<file path="src/rtl/pkt_comp_sched_pkg.sv">
// pkt_comp_sched_pkg: shared types for the pkt_Comp ingress scheduler.
//   pkHeadInfo      - packet header carried alongside the payload into the sorter
//   sched_state_e   - ingress FSM states
//   PKT_SCHED_CNT_W - width of the per-requester grant statistics counters
package pkt_comp_sched_pkg;

  localparam int unsigned PKT_SCHED_CNT_W = 16;

  typedef struct packed {
    logic [5:0]  prior;
    logic [9:0]  len;
    logic [15:0] flow_id;
  } pkHeadInfo;

  typedef enum logic [0:0] {
    SCHED_IDLE,
    SCHED_HOLD
  } sched_state_e;

endpackage

</file>
<file path="src/rtl/pkt_comp_sched_rr_arb.sv">
// pkt_rr_arb: combinational round-robin arbiter.
//   req     - request vector
//   ptr     - index where the search starts (register lives in the parent)
//   gnt     - one-hot grant, all zero when no request
//   gnt_idx - index of the granted requester (0 when no request)
module pkt_rr_arb #(
  parameter int unsigned NUM_REQ = 4,
  localparam int unsigned PTR_W  = $clog2(NUM_REQ)
) (
  input  logic [NUM_REQ-1:0] req,
  input  logic [PTR_W-1:0]   ptr,
  output logic [NUM_REQ-1:0] gnt,
  output logic [PTR_W-1:0]   gnt_idx
);

  logic found;

  always_comb begin
    gnt     = '0;
    gnt_idx = '0;
    found   = 1'b0;
    for (int unsigned off = 0; off < NUM_REQ; off++) begin
      int unsigned        idx;
      logic [PTR_W-1:0]   idx_t;
      idx   = (int'(ptr) + off) % NUM_REQ;
      idx_t = PTR_W'(idx);
      if (!found && req[idx_t]) begin
        found      = 1'b1;
        gnt[idx_t] = 1'b1;
        gnt_idx    = idx_t;
      end
    end
  end

endmodule

</file>
<file path="src/rtl/pkt_comp_sched.sv">
// pkt_comp_sched: ingress scheduler and dequeue sequencer for the pkt_Comp sorter.
//   req_*            - NUM_REQ requesters, one-hot req_ready grant in IDLE
//   cmp_in_*         - insert port toward the sorter, driven from the hold register
//   cmp_out_*        - sorter head (show-ahead) and pop strobe
//   deq_*            - consumer side: level request, one-cycle result pulse
//   occ              - packets currently held by the sorter
//   stat_grant_cnt   - per-requester saturating grant counters
// Build option: define PKT_COMP_SCHED_STATS_EN to build the grant counters;
// otherwise stat_grant_cnt is tied to zero.
module pkt_comp_sched
  import pkt_comp_sched_pkg::*;
#(
  parameter int unsigned NUM_REQ   = 4,
  parameter int unsigned DWIDTH    = 32,
  parameter int unsigned SLOT_SIZE = 8,
  localparam int unsigned OCC_W    = $clog2(SLOT_SIZE + 1),
  localparam int unsigned PTR_W    = $clog2(NUM_REQ)
) (
  input  logic                                    clk,
  input  logic                                    rst_n,
  input  logic [NUM_REQ-1:0]                      req_valid,
  output logic [NUM_REQ-1:0]                      req_ready,
  input  pkHeadInfo [NUM_REQ-1:0]                 req_info,
  input  logic [NUM_REQ-1:0][DWIDTH-1:0]          req_data,
  output logic                                    cmp_in_en,
  input  logic                                    cmp_in_valid,
  output pkHeadInfo                               cmp_in_pkt_info,
  output logic [DWIDTH-1:0]                       cmp_in_data,
  output logic                                    cmp_out_deque_en,
  input  logic                                    cmp_out_valid,
  input  logic [DWIDTH-1:0]                       cmp_out_data,
  input  logic [5:0]                              cmp_out_prior,
  input  logic                                    deq_req,
  output logic                                    deq_valid,
  output logic [DWIDTH-1:0]                       deq_data,
  output logic [5:0]                              deq_prior,
  output logic [OCC_W-1:0]                        occ,
  output logic [NUM_REQ-1:0][PKT_SCHED_CNT_W-1:0] stat_grant_cnt
);

  sched_state_e      state_q;
  logic [PTR_W-1:0]  ptr_q;
  logic [OCC_W-1:0]  occ_q;
  pkHeadInfo         hold_info_q;
  logic [DWIDTH-1:0] hold_data_q;
  logic              deq_valid_q;
  logic [DWIDTH-1:0] deq_data_q;
  logic [5:0]        deq_prior_q;

  logic [NUM_REQ-1:0] arb_req;
  logic [NUM_REQ-1:0] arb_gnt;
  logic [PTR_W-1:0]   arb_idx;

  // Arbitration is only offered while idle, so the grant doubles as req_ready.
  assign arb_req = (state_q == SCHED_IDLE) ? req_valid : '0;

  pkt_rr_arb #(
    .NUM_REQ (NUM_REQ)
  ) u_arb (
    .req     (arb_req),
    .ptr     (ptr_q),
    .gnt     (arb_gnt),
    .gnt_idx (arb_idx)
  );

  assign req_ready        = arb_gnt;
  // occ is compared before this edge's pop, so a full sorter blocks for one extra cycle.
  assign cmp_in_en        = (state_q == SCHED_HOLD) && cmp_in_valid &&
                            (occ_q < OCC_W'(SLOT_SIZE));
  // occ gate guards against a spurious head-valid while the sorter is empty.
  assign cmp_out_deque_en = deq_req && cmp_out_valid && (occ_q != '0) && !deq_valid_q;

  assign cmp_in_pkt_info  = hold_info_q;
  assign cmp_in_data      = hold_data_q;
  assign deq_valid        = deq_valid_q;
  assign deq_data         = deq_data_q;
  assign deq_prior        = deq_prior_q;
  assign occ              = occ_q;

  always_ff @(posedge clk or negedge rst_n) begin
    if (!rst_n) begin
      state_q     <= SCHED_IDLE;
      ptr_q       <= '0;
      hold_info_q <= '0;
      hold_data_q <= '0;
    end else begin
      unique case (state_q)
        SCHED_IDLE: begin
          if (|arb_gnt) begin
            hold_info_q <= req_info[arb_idx];
            hold_data_q <= req_data[arb_idx];
            ptr_q       <= (arb_idx == PTR_W'(NUM_REQ - 1)) ? '0 : arb_idx + PTR_W'(1);
            state_q     <= SCHED_HOLD;
          end
        end
        SCHED_HOLD: begin
          if (cmp_in_en) state_q <= SCHED_IDLE;
        end
        default: state_q <= SCHED_IDLE;
      endcase
    end
  end

  always_ff @(posedge clk or negedge rst_n) begin
    if (!rst_n) begin
      occ_q <= '0;
    end else begin
      unique case ({cmp_in_en, cmp_out_deque_en})
        2'b10:   occ_q <= occ_q + OCC_W'(1);
        2'b01:   occ_q <= occ_q - OCC_W'(1);
        default: occ_q <= occ_q;
      endcase
    end
  end

  always_ff @(posedge clk or negedge rst_n) begin
    if (!rst_n) begin
      deq_valid_q <= 1'b0;
      deq_data_q  <= '0;
      deq_prior_q <= '0;
    end else begin
      deq_valid_q <= cmp_out_deque_en;
      if (cmp_out_deque_en) begin
        deq_data_q  <= cmp_out_data;
        deq_prior_q <= cmp_out_prior;
      end
    end
  end

`ifdef PKT_COMP_SCHED_STATS_EN
  logic [NUM_REQ-1:0][PKT_SCHED_CNT_W-1:0] stat_q;

  always_ff @(posedge clk or negedge rst_n) begin
    if (!rst_n) begin
      stat_q <= '0;
    end else begin
      for (int unsigned i = 0; i < NUM_REQ; i++) begin
        if (arb_gnt[i] && (stat_q[i] != '1)) stat_q[i] <= stat_q[i] + PKT_SCHED_CNT_W'(1);
      end
    end
  end

  assign stat_grant_cnt = stat_q;
`else
  assign stat_grant_cnt = '0;
`endif

endmodule

</file>
<file path="config.mk">
export PLATFORM = sky130hd
export DESIGN_NAME = pkt_comp_sched
export DESIGN_NICKNAME = d
export VERILOG_FILES = /design/src/rtl/pkt_comp_sched_pkg.sv /design/src/rtl/pkt_comp_sched_rr_arb.sv /design/src/rtl/pkt_comp_sched.sv
export SDC_FILE = /design/constraint.sdc
export NUM_CORES = 1
export LEC_CHECK = 0
export BUFFER_PORTS_ARGS = -buffer_cell sky130_fd_sc_hd__buf_2
export CORE_AREA = 2 2 187 189
export CTS_CLUSTER_SIZE = 28
export DETAILED_ROUTE_END_ITERATION = 7
export DIE_AREA = 0 0 189 191
export PLACE_DENSITY = 0.44
export SYNTH_ARGS = -nofsm -noshare
export SYNTH_HDL_FRONTEND = slang
export SYNTH_SLANG_ARGS = --single-unit
</file>
<file path="constraint.sdc">
create_clock -name clk -period 7.21 [get_ports clk]
set_input_delay 1.442 -clock clk [delete_from_list [all_inputs] [get_ports clk]]
set_output_delay 1.442 -clock clk [all_outputs]
set_load 0.02 [all_outputs]
</file>
[Word-level counts from Yosys, hierarchy flattened]
Cells that the tools add are included.
Storage, ports and cells
  input bits: 303
  memories kept: 0
  output and inout bits: 177
  ROM bits: 0
  latch bits: 0
  register bits: 110
  word-level logic and storage cells: 90
  RAM bits: 0
Operators by class
  multiplexer cells: 37
  add/subtract/negate cells: 6
  equality and inequality tests: 3
  order comparisons: 10
  bitwise gates (word level): 4
  multiply operators: 0
  shifts and indexed selects: 0
  reduce and logical (&&, ||, !) cells: 20
  divide/modulo/power cells: 0
Operator list (number)
  binary-select mux 32 bit (select 2 bit): 2
  2-to-1 mux 32 bit: 2
  2-to-1 mux 4 bit: 5
  < comparator 2 x 3 -> 1 bit (second input constant): 5
  2-to-1 mux 1 bit: 13
  logical AND 1 bit: 12
  OR 4 bit: 3
  2-to-1 mux 2 bit: 5
  binary-select mux 1 bit (select 2 bit): 4
  demux 1 bit (select 2 bit): 4
  >= comparator 2 x 1 -> 1 bit (second input constant): 4
  one-hot mux 4 bit (2 select lines): 1
  adder 2 x 1 -> 2 bit (second input constant): 2
  adder 2 bit (second input constant): 2
  adder 4 x 1 -> 4 bit (second input constant): 1
  == test 2 bit (second input constant): 2
  logical NOT 1 bit: 4
  < comparator 4 bit (second input constant): 1
  nonzero test 4 bit: 1
  OR reduction 4 bit: 1
  subtractor 4 x 1 -> 4 bit (second input constant): 1
  == test 2 x 1 -> 1 bit (second input constant): 1
  one-hot mux 1 bit (2 select lines): 1
  AND reduction 2 bit: 1
  2 further kinds: 2

[Depth between registers and ports, before layout]
Gate-level depths: netlist of the first run.
  depth after elaboration: 16
  depth in mapped cells: 13
  depth with buffers taken out: 9

[Modules after synthesis]
Synthesis of the first run repeated with hierarchy kept, for this count alone.
Second synthesis, totals
  cell total of the unflattened synthesis: 458
  area, all modules: 6867.8 um^2
Modules (own cells, without submodules)
  pkt_comp_sched: cells each 410, area an instance 6428.7 um^2, sequential area each 2752.6 um^2, times used 1
  pkt_rr_arb: cells each 48, area an instance 439.2 um^2, sequential area each 0.0 um^2, times used 1

[Least setup slack after synthesis of the first run]
OpenSTA, ideal clock, no wires.
  kind: input to output
  start point: in req_valid[0]
  end point: out req_ready[3]
  data arrival time: 2.852 ns
  stages: 4
  required time: 5.768 ns
  path slack: 2.916 ns
  buffers on the path: 0
  cell sequence: or3b_1 -> a2111oi_2 -> o21ai_0 -> a31oi_1
On the way
  cells in the longest elaborated chain, start to end: 13
  elaborated cells on any way between the ends: 25
  those cells by class: 16 x mux; 3 x bitwise; 6 x reduce/logical
RTL lines
  start, declared: line pkt_comp_sched.sv:21  | input logic [NUM_REQ-1:0] req_valid,
  2-to-1 mux 4 bit (*): line pkt_comp_sched.sv:55  | assign arb_req = (state_q == SCHED_IDLE) ? req_valid : '0;
  binary-select mux 1 bit (select 2 bit): line pkt_comp_sched_rr_arb.sv:27  | if (!found && req[idx_t]) begin
  2-to-1 mux 1 bit (not written as such): line pkt_comp_sched_rr_arb.sv:27
  2-to-1 mux 1 bit: line pkt_comp_sched_rr_arb.sv:27
  logical NOT 1 bit: line pkt_comp_sched_rr_arb.sv:27
  logical AND 1 bit: line pkt_comp_sched_rr_arb.sv:27
  2-to-1 mux 1 bit: line pkt_comp_sched_rr_arb.sv:27
  logical NOT 1 bit: line pkt_comp_sched_rr_arb.sv:27
  logical AND 1 bit: line pkt_comp_sched_rr_arb.sv:27
  2-to-1 mux 1 bit: line pkt_comp_sched_rr_arb.sv:27
  logical NOT 1 bit: line pkt_comp_sched_rr_arb.sv:27
  logical AND 1 bit: line pkt_comp_sched_rr_arb.sv:27
  2-to-1 mux 4 bit (*): line pkt_comp_sched_rr_arb.sv:27
  end, declared: line pkt_comp_sched.sv:22  | output logic [NUM_REQ-1:0] req_ready,
Every way passes the cells marked *; elsewhere a longest branch is shown, timed or not. The select of a mux whose other input is x is not followed.

[Final worst setup path of the first run]
  start point: reg ptr_q[0]
  end point: out req_ready[2]
On the way
  cells in the longest elaborated chain, start to end: 12
  elaborated cells on any way between the ends: 47
  those cells by class: 3 x add/sub; 8 x order compare; 23 x mux; 3 x bitwise; 10 x reduce/logical
RTL lines
  start, declared: line pkt_comp_sched.sv:42  | logic [PTR_W-1:0] ptr_q;
  start signal, assigned: line pkt_comp_sched.sv:92  | ptr_q <= (arb_idx == PTR_W'(NUM_REQ - 1)) ? '0 : arb_idx + PTR_W'(1);
  branches (longest 11 deep; another with < comparator 2 x 3 -> 1 bit)
  2-to-1 mux 4 bit (*): line pkt_comp_sched_rr_arb.sv:27
Mark *: on every way between the ends. The select of a mux whose other input is x is not followed.

==> results.py, run 1 <==
metrics = {
    "status": {
        "status": "finished, final reports clean",
    },
    "worst_setup_path": {
        "endpoint_kind": "output pin",
        "crit_path_start_kind": "flip-flop",
        "slowest_delay_ns": 0.83,
        "crit_family": "compound AO/OA/AOI/OAI gates",
        "crit_fanout": 15,
        "cp_num_buf_inv": 2,
        "critPathKind": "reg -> out",
        "critPathRequiredTime_ns": 5.77,
        "slowest_stage": "a2111oi_0",
        "path_cells": "inv_1 -> ha_1 -> mux2i_1 -> a2111oi_0 -> o211ai_1 -> nand4_1 -> buf_2",
        "arrival_ns": 3.42,
        "reg2reg_slack_ns": 2.61,
    },
    "route": {
        "final_antenna_net_count": 0,
        "dr_wl_met2_microns": 11100,
        "drtIter0Drc": 77,
        "highest_layer": "met4",
        "wirelength_microns": 23200,
        "via_per_inst": 4.05,
        "drtPass1Iterations": 4,
        "drc": 0,
        "wl_per_cell_microns": 15.9,
        "wl_met3_microns": 2310,
        "wl_met1_microns": 9540,
        "num_vias": 5887,
    },
    "cts": {
        "htreeDepth": 3,
        "clk_latency_ns": 0.37,
        "ctsResizeCount": 0,
        "cts_setup_buffers": 0,
        "clk_pin_slew_ns": 0.08,
        "cts_sinks": 110,
        "cts_tree": "built",
        "root_buffer": "clkbuf_16",
        "cts_hold_buf": 0,
        "clockBufferDepth": 2,
        "cts_buffers": 9,
    },
    "logic_synthesis": {
        "syn_avg_cell_area_sq_um": 12.2,
        "yosys_register_bits": 110,
        "synth_flop_cell": "dfrtp_1",
        "synth_area_leader_cell": "dfrtp_1",
        "yosys-top-cells-area": "dfrtp_1 (37%), mux2i_1 (27%), mux2_2 (11%)",
        "yosysWarnings": 0,
        "post-synth-top-count-cell": "mux2i_1",
        "syn_inst": 601,
        "synthTopCellsByCount": "mux2i_1 (198), dfrtp_1 (110), mux2_2 (75), buf_4 (65), mux2_4 (30)",
        "seq_area_frac_synth_pct": 37.4,
        "synth_top_cell_area_share_pct": 37.4,
        "async_flop_share_pct": 100,
        "synth_edf_count": 0,
        "synth_area_sq_mm": 0.00735,
        "yosys.cell_types.count": 46,
    },
    "power_and_ir_drop": {
        "comb_power_share_pct": 62.8,
        "switching_share_pct": 42.7,
        "peakVddDrop_mv": 0.317,
        "seqPwrFrac_pct": 24.6,
        "leakage_nw": 5.13,
        "clkPwrFrac_pct": 12.5,
        "finalPower_mw": 4.53,
        "switchingPower_mw": 1.93,
        "p_int_mw": 2.60,
        "p_per_area_mw_per_mm2": 455,
    },
    "sta": {
        "setup_slack_ns": 2.34,
        "rsz0062_at_grt": "no",
        "tns_ns": 0,
        "period_minus_slack_ns": 4.87,
        "finalCritPeriodShare_pct": 67.5,
        "fmaxAchievable_ghz": 0.206,
        "clock_skew_ns": 0.00906,
        "slew_viol_final": 0,
        "maxSlewHeadroom_pct": 38.0,
        "hold_viol": 0,
        "setup_viol": 0,
        "worst_pin_slew_ns": 0.907,
        "hold-worst-slack_ns": 0.502,
    },
    "global_routing": {
        "grt_usage_pct": 12.3,
        "grt_max_degree": 130,
        "grt_remaining_overflow": 0,
        "grt_pass1_wl_microns": 34500,
        "grt_pass1_vias": 6050,
        "antenna_found_initial": 1,
    },
    "floorplan": {
        "num_io_pins": 480,
        "die-area_sq_mm": 0.0361,
        "rows": 68,
        "die_x_microns": 189,
        "initial_core_util_pct": 21.6,
        "die_h_microns": 191,
        "core_sq_mm": 0.0341,
    },
    "run": {
        "drv_cap": 0,
    },
    "hold_path": {
        "hold_path.class": "reg -> reg",
    },
    "finish": {
        "area_growth_pct": 35.4,
        "drive_gt1_share_pct": 55.1,
        "finalNetCount": 1306,
    },
    "placement": {
        "io_buffers": 415,
        "routabilityCongestion": 0.788,
        "dpl.hpwl_microns": 17900,
        "dpl_worst_slack_ns": 2.46,
    },
}
[cell families after synthesis]
logic type                 count (synthesis)  synth area share, %
DFF                                      110                 37.4
and+or+nand+nor                           31                 2.60
other                                      1               0.0510
adders and majority gates                 11                 1.97
AOI/OAI and AO/OA                         28                 2.62
muxes                                    304                 44.9
xor gates and xnor gates                   5                0.596
buffers and inverters                    111                 9.85
[layout make-up]
cell class | count | area [sq um]
inverter | 7 | 26.3
clock inverter | 6 | 92.6
antenna | 3 | 7.51
clock buffer | 10 | 229
sequential | 110 | 2750
tap | 455 | 569
multi-input combinational | 443 | 4140
timing repair buffer | 421 | 2140
fill | 3592 | 24200
[routing by layer]
layer  vias up  global-route usage, %
met2       299                   20.7
met3        15                   4.41
li1       2830                      -
met1      2743                   14.7
met4         0                   3.91
met5         -                      0
[cells in the final DEF (no fill, tap or decap), types with 7 or more instances in the layout]
master	netlist	layout
mux2_2	75	75
dfrtp_1	110	110
ha_1	10	10
buf_2	27	414
conb_1	1	64
o211ai_1	7	7
mux2i_1	198	198
mux2_4	30	30
clkbuf_16	0	9
[per-stage QoR]
stage / instances / utilization [%] / cell area, sq um
5_1_grt: 1453 / 29.2 / 9950
4_1_cts: 1452 / 29.2 / 9950
3_3_place_gp: 1436 / 28.2 / 9630
2_1_floorplan: 664 / - / 7590
6_report: 1455 / 29.2 / 9960
3_5_place_dp: 1436 / 28.2 / 9630
[state kept, by name (all words and copies together) (netlist names)]
signal           cells
cmp_in_data         32
cmp_in_pkt_info     32
deq_data            32
deq_prior            6
deq_valid            1
occ                  4
ptr_q                2
state_q              1
[worst register-to-register path, cell delays in order (launching register included)]
cell and delay, ns:
dfrtp_1 0.71, inv_1 0.30, ha_1 0.53, mux2i_1 0.18, a2111oi_0 0.83, o211ai_1 0.15
nand4_1 0.16, or4_4 0.49, buf_4 0.67, mux2_2 0.46
[path summary, 6_finish.rpt]
check,from,to,cells past startpoint
setup / recovery,ptr_q[0],req_ready[2],7
hold / removal,cmp_in_data[19],cmp_in_data[19],1
setup reg to reg,ptr_q[0],cmp_in_data[10],9
hold reg to reg,cmp_in_data[19],cmp_in_data[19],1
max in group asynchronous,rst_n,cmp_in_pkt_info[2],2
min in group asynchronous,rst_n,cmp_in_data[25],1
[power groups by stage]
stage | Clock, mW | Combinational, mW | Sequential [mW]
detailed placement | 0 | 2.93 | 1.13
finish | 0.568 | 2.85 | 1.12
CTS | 0.599 | 2.92 | 1.12
global route | 0.619 | 3.08 | 1.16
floorplan | 0 | 1.84 | 1.45
global placement | 0 | 2.88 | 1.13
Note: power is estimated with default switching activity, not from simulation.
==> run 2: changes to the inputs <==
--- a/config.mk
+++ b/config.mk
@@ -6,10 +6,10 @@
 export NUM_CORES = 1
 export LEC_CHECK = 0
 export BUFFER_PORTS_ARGS = -buffer_cell sky130_fd_sc_hd__buf_2
-export CORE_AREA = 2 2 187 189
+export CORE_AREA = 2 2 185 187
 export CTS_CLUSTER_SIZE = 28
 export DETAILED_ROUTE_END_ITERATION = 7
-export DIE_AREA = 0 0 189 191
+export DIE_AREA = 0 0 187 189
 export PLACE_DENSITY = 0.44
 export SYNTH_ARGS = -nofsm -noshare
 export SYNTH_HDL_FRONTEND = slang
==> constraint.sdc (replaced) <==
create_clock -name clk -period 4.84 [get_ports clk]
set_input_delay 0.968 -clock clk [delete_from_list [all_inputs] [get_ports clk]]
set_output_delay 0.968 -clock clk [all_outputs]
set_load 0.02 [all_outputs]
==> run 2 against run 1 <==
  * Core utilization grew 0.72 points
  * Count of clock-buffer cells in the layout fell by 1
  * Cell count is 0.62% lower
  * Sequential share of layout area is essentially flat
  * Highest routed layer unchanged
  * Via count decreased by 0.32%
==> results.py, run 2 (synthesized netlist as in run 1, its figures left out) <==
metrics = {
    "worst_setup_path": {
        "critPathKind": "reg -> out",
        "arrival_ns": 3.29,
        "rr_worst_depth": 9,
        "critPathRequiredTime_ns": 3.87,
        "crit_path_start_kind": "flip-flop",
        "endpoint_kind": "output pin",
        "reg2reg_slack_ns": 1.02,
        "crit_fanout": 15,
    },
    "placement": {
        "io_buffers": 415,
        "dpl_worst_slack_ns": 0.962,
        "routabilityCongestion": 0.745,
        "dpl.hpwl_microns": 17900,
    },
    "cts": {
        "cts_sinks": 110,
        "clk_pin_slew_ns": 0.08,
        "cts_tree": "built",
        "ctsResizeCount": 0,
        "clockBufferDepth": 2,
        "cts_buffers": 9,
        "htreeDepth": 3,
        "clk_latency_ns": 0.37,
        "root_buffer": "clkbuf_16",
        "cts_hold_buf": 0,
        "cts_setup_buffers": 0,
    },
    "route": {
        "wirelength_microns": 22800,
        "via_per_inst": 4.06,
        "num_vias": 5868,
        "drc": 0,
        "wl_per_cell_microns": 15.7,
        "drtPass1Iterations": 4,
        "drtIter0Drc": 101,
        "final_antenna_net_count": 0,
    },
    "global_routing": {
        "grt_remaining_overflow": 0,
        "grt_pass1_vias": 6183,
        "grt_pass1_wl_microns": 34600,
        "grt_max_degree": 71,
        "antenna_found_initial": 0,
        "grt_usage_pct": 12.6,
    },
    "sta": {
        "maxSlewHeadroom_pct": 46.9,
        "clock_skew_ns": 0.00733,
        "setup_viol": 0,
        "setup_slack_ns": 0.582,
        "hold_viol": 0,
        "worst_pin_slew_ns": 0.777,
        "slew_viol_final": 0,
        "finalCritPeriodShare_pct": 88.0,
        "period_minus_slack_ns": 4.26,
        "rsz0062_at_grt": "no",
        "tns_ns": 0,
        "hold-worst-slack_ns": 0.504,
        "fmaxAchievable_ghz": 0.235,
    },
    "power_and_ir_drop": {
        "leakage_nw": 5.13,
        "p_per_area_mw_per_mm2": 668,
        "finalPower_mw": 6.65,
        "peakVddDrop_mv": 0.469,
    },
    "status": {
        "status": "finished, final reports clean",
    },
    "hold_path": {
        "hold_path.class": "reg -> reg",
        "hold_depth": 1,
    },
    "finish": {
        "area_growth_pct": 35.3,
        "diodes": 0,
        "drive_gt1_share_pct": 55.2,
        "final_cell_mix": "buf_2 (414), mux2i_1 (198), dfrtp_1 (110), mux2_2 (75), conb_1 (64)",
        "finalNetCount": 1307,
        "layout_commonest_cell": "buf_2",
    },
    "floorplan": {
        "core_sq_mm": 0.0333,
        "die-area_sq_mm": 0.0353,
        "initial_core_util_pct": 22.1,
        "die_x_microns": 187,
        "num_io_pins": 480,
        "die_h_microns": 189,
        "rows": 67,
    },
    "run": {
        "drv_cap": 0,
    },
}
## run 2: worst paths after layout
| check | start | end |
|---|---|---|
| min in group asynchronous | rst_n | cmp_in_data[29] |
| min reg2reg | cmp_in_data[17] | cmp_in_data[17] |
| max reg2reg | ptr_q[0] | cmp_in_pkt_info[24] |
| max in group asynchronous | rst_n | cmp_in_pkt_info[28] |
| min | cmp_in_data[17] | cmp_in_data[17] |
| max | ptr_q[0] | req_ready[3] |
## run 2: per-layer routing
metal	share of wire, %	GRT usage, %	vias up
met1	40	14.3	2703
met3	8.9	4.56	26
li1	-	-	2839
met4	2.3	5.01	0
met5	0	0	-
met2	49	21.5	300
## run 2: area by class of cell
cell class	count	area, sq um
clock buffers	9	225
clock inverters	7	48.8
fillers	3500	23300
inverters	7	26.3
multi-input cells	443	4140
flip-flops and latches	110	2750
well taps	448	561
repair buffers	422	2190
## run 2: power by group
group / leakage (nW) / switching [mW] / total [mW] / internal [mW]
Combinational: 3.71 / 2.20 / 4.26 / 2.05
Clock: 0.136 / 0.371 / 0.723 / 0.352
Sequential: 1.29 / 0.277 / 1.67 / 1.39
## run 2: critical path, stage by stage, from the launching register on
cell and delay (ns):
dfrtp_1 0.69, inv_1 0.26, ha_1 0.47, or3b_1 0.40, a2111oi_2 0.49, o21ai_0 0.18
a31oi_1 0.23, buf_2 0.20
## run 2: stage by stage
stage	instance area (sq um)	std cells	util (%)
after floorplan	7590	664	-
after global placement	9680	1430	29.1
after CTS	9950	1446	29.9
final	9950	1446	29.9
after detailed placement	9680	1430	29.1
after global routing	9950	1446	29.9
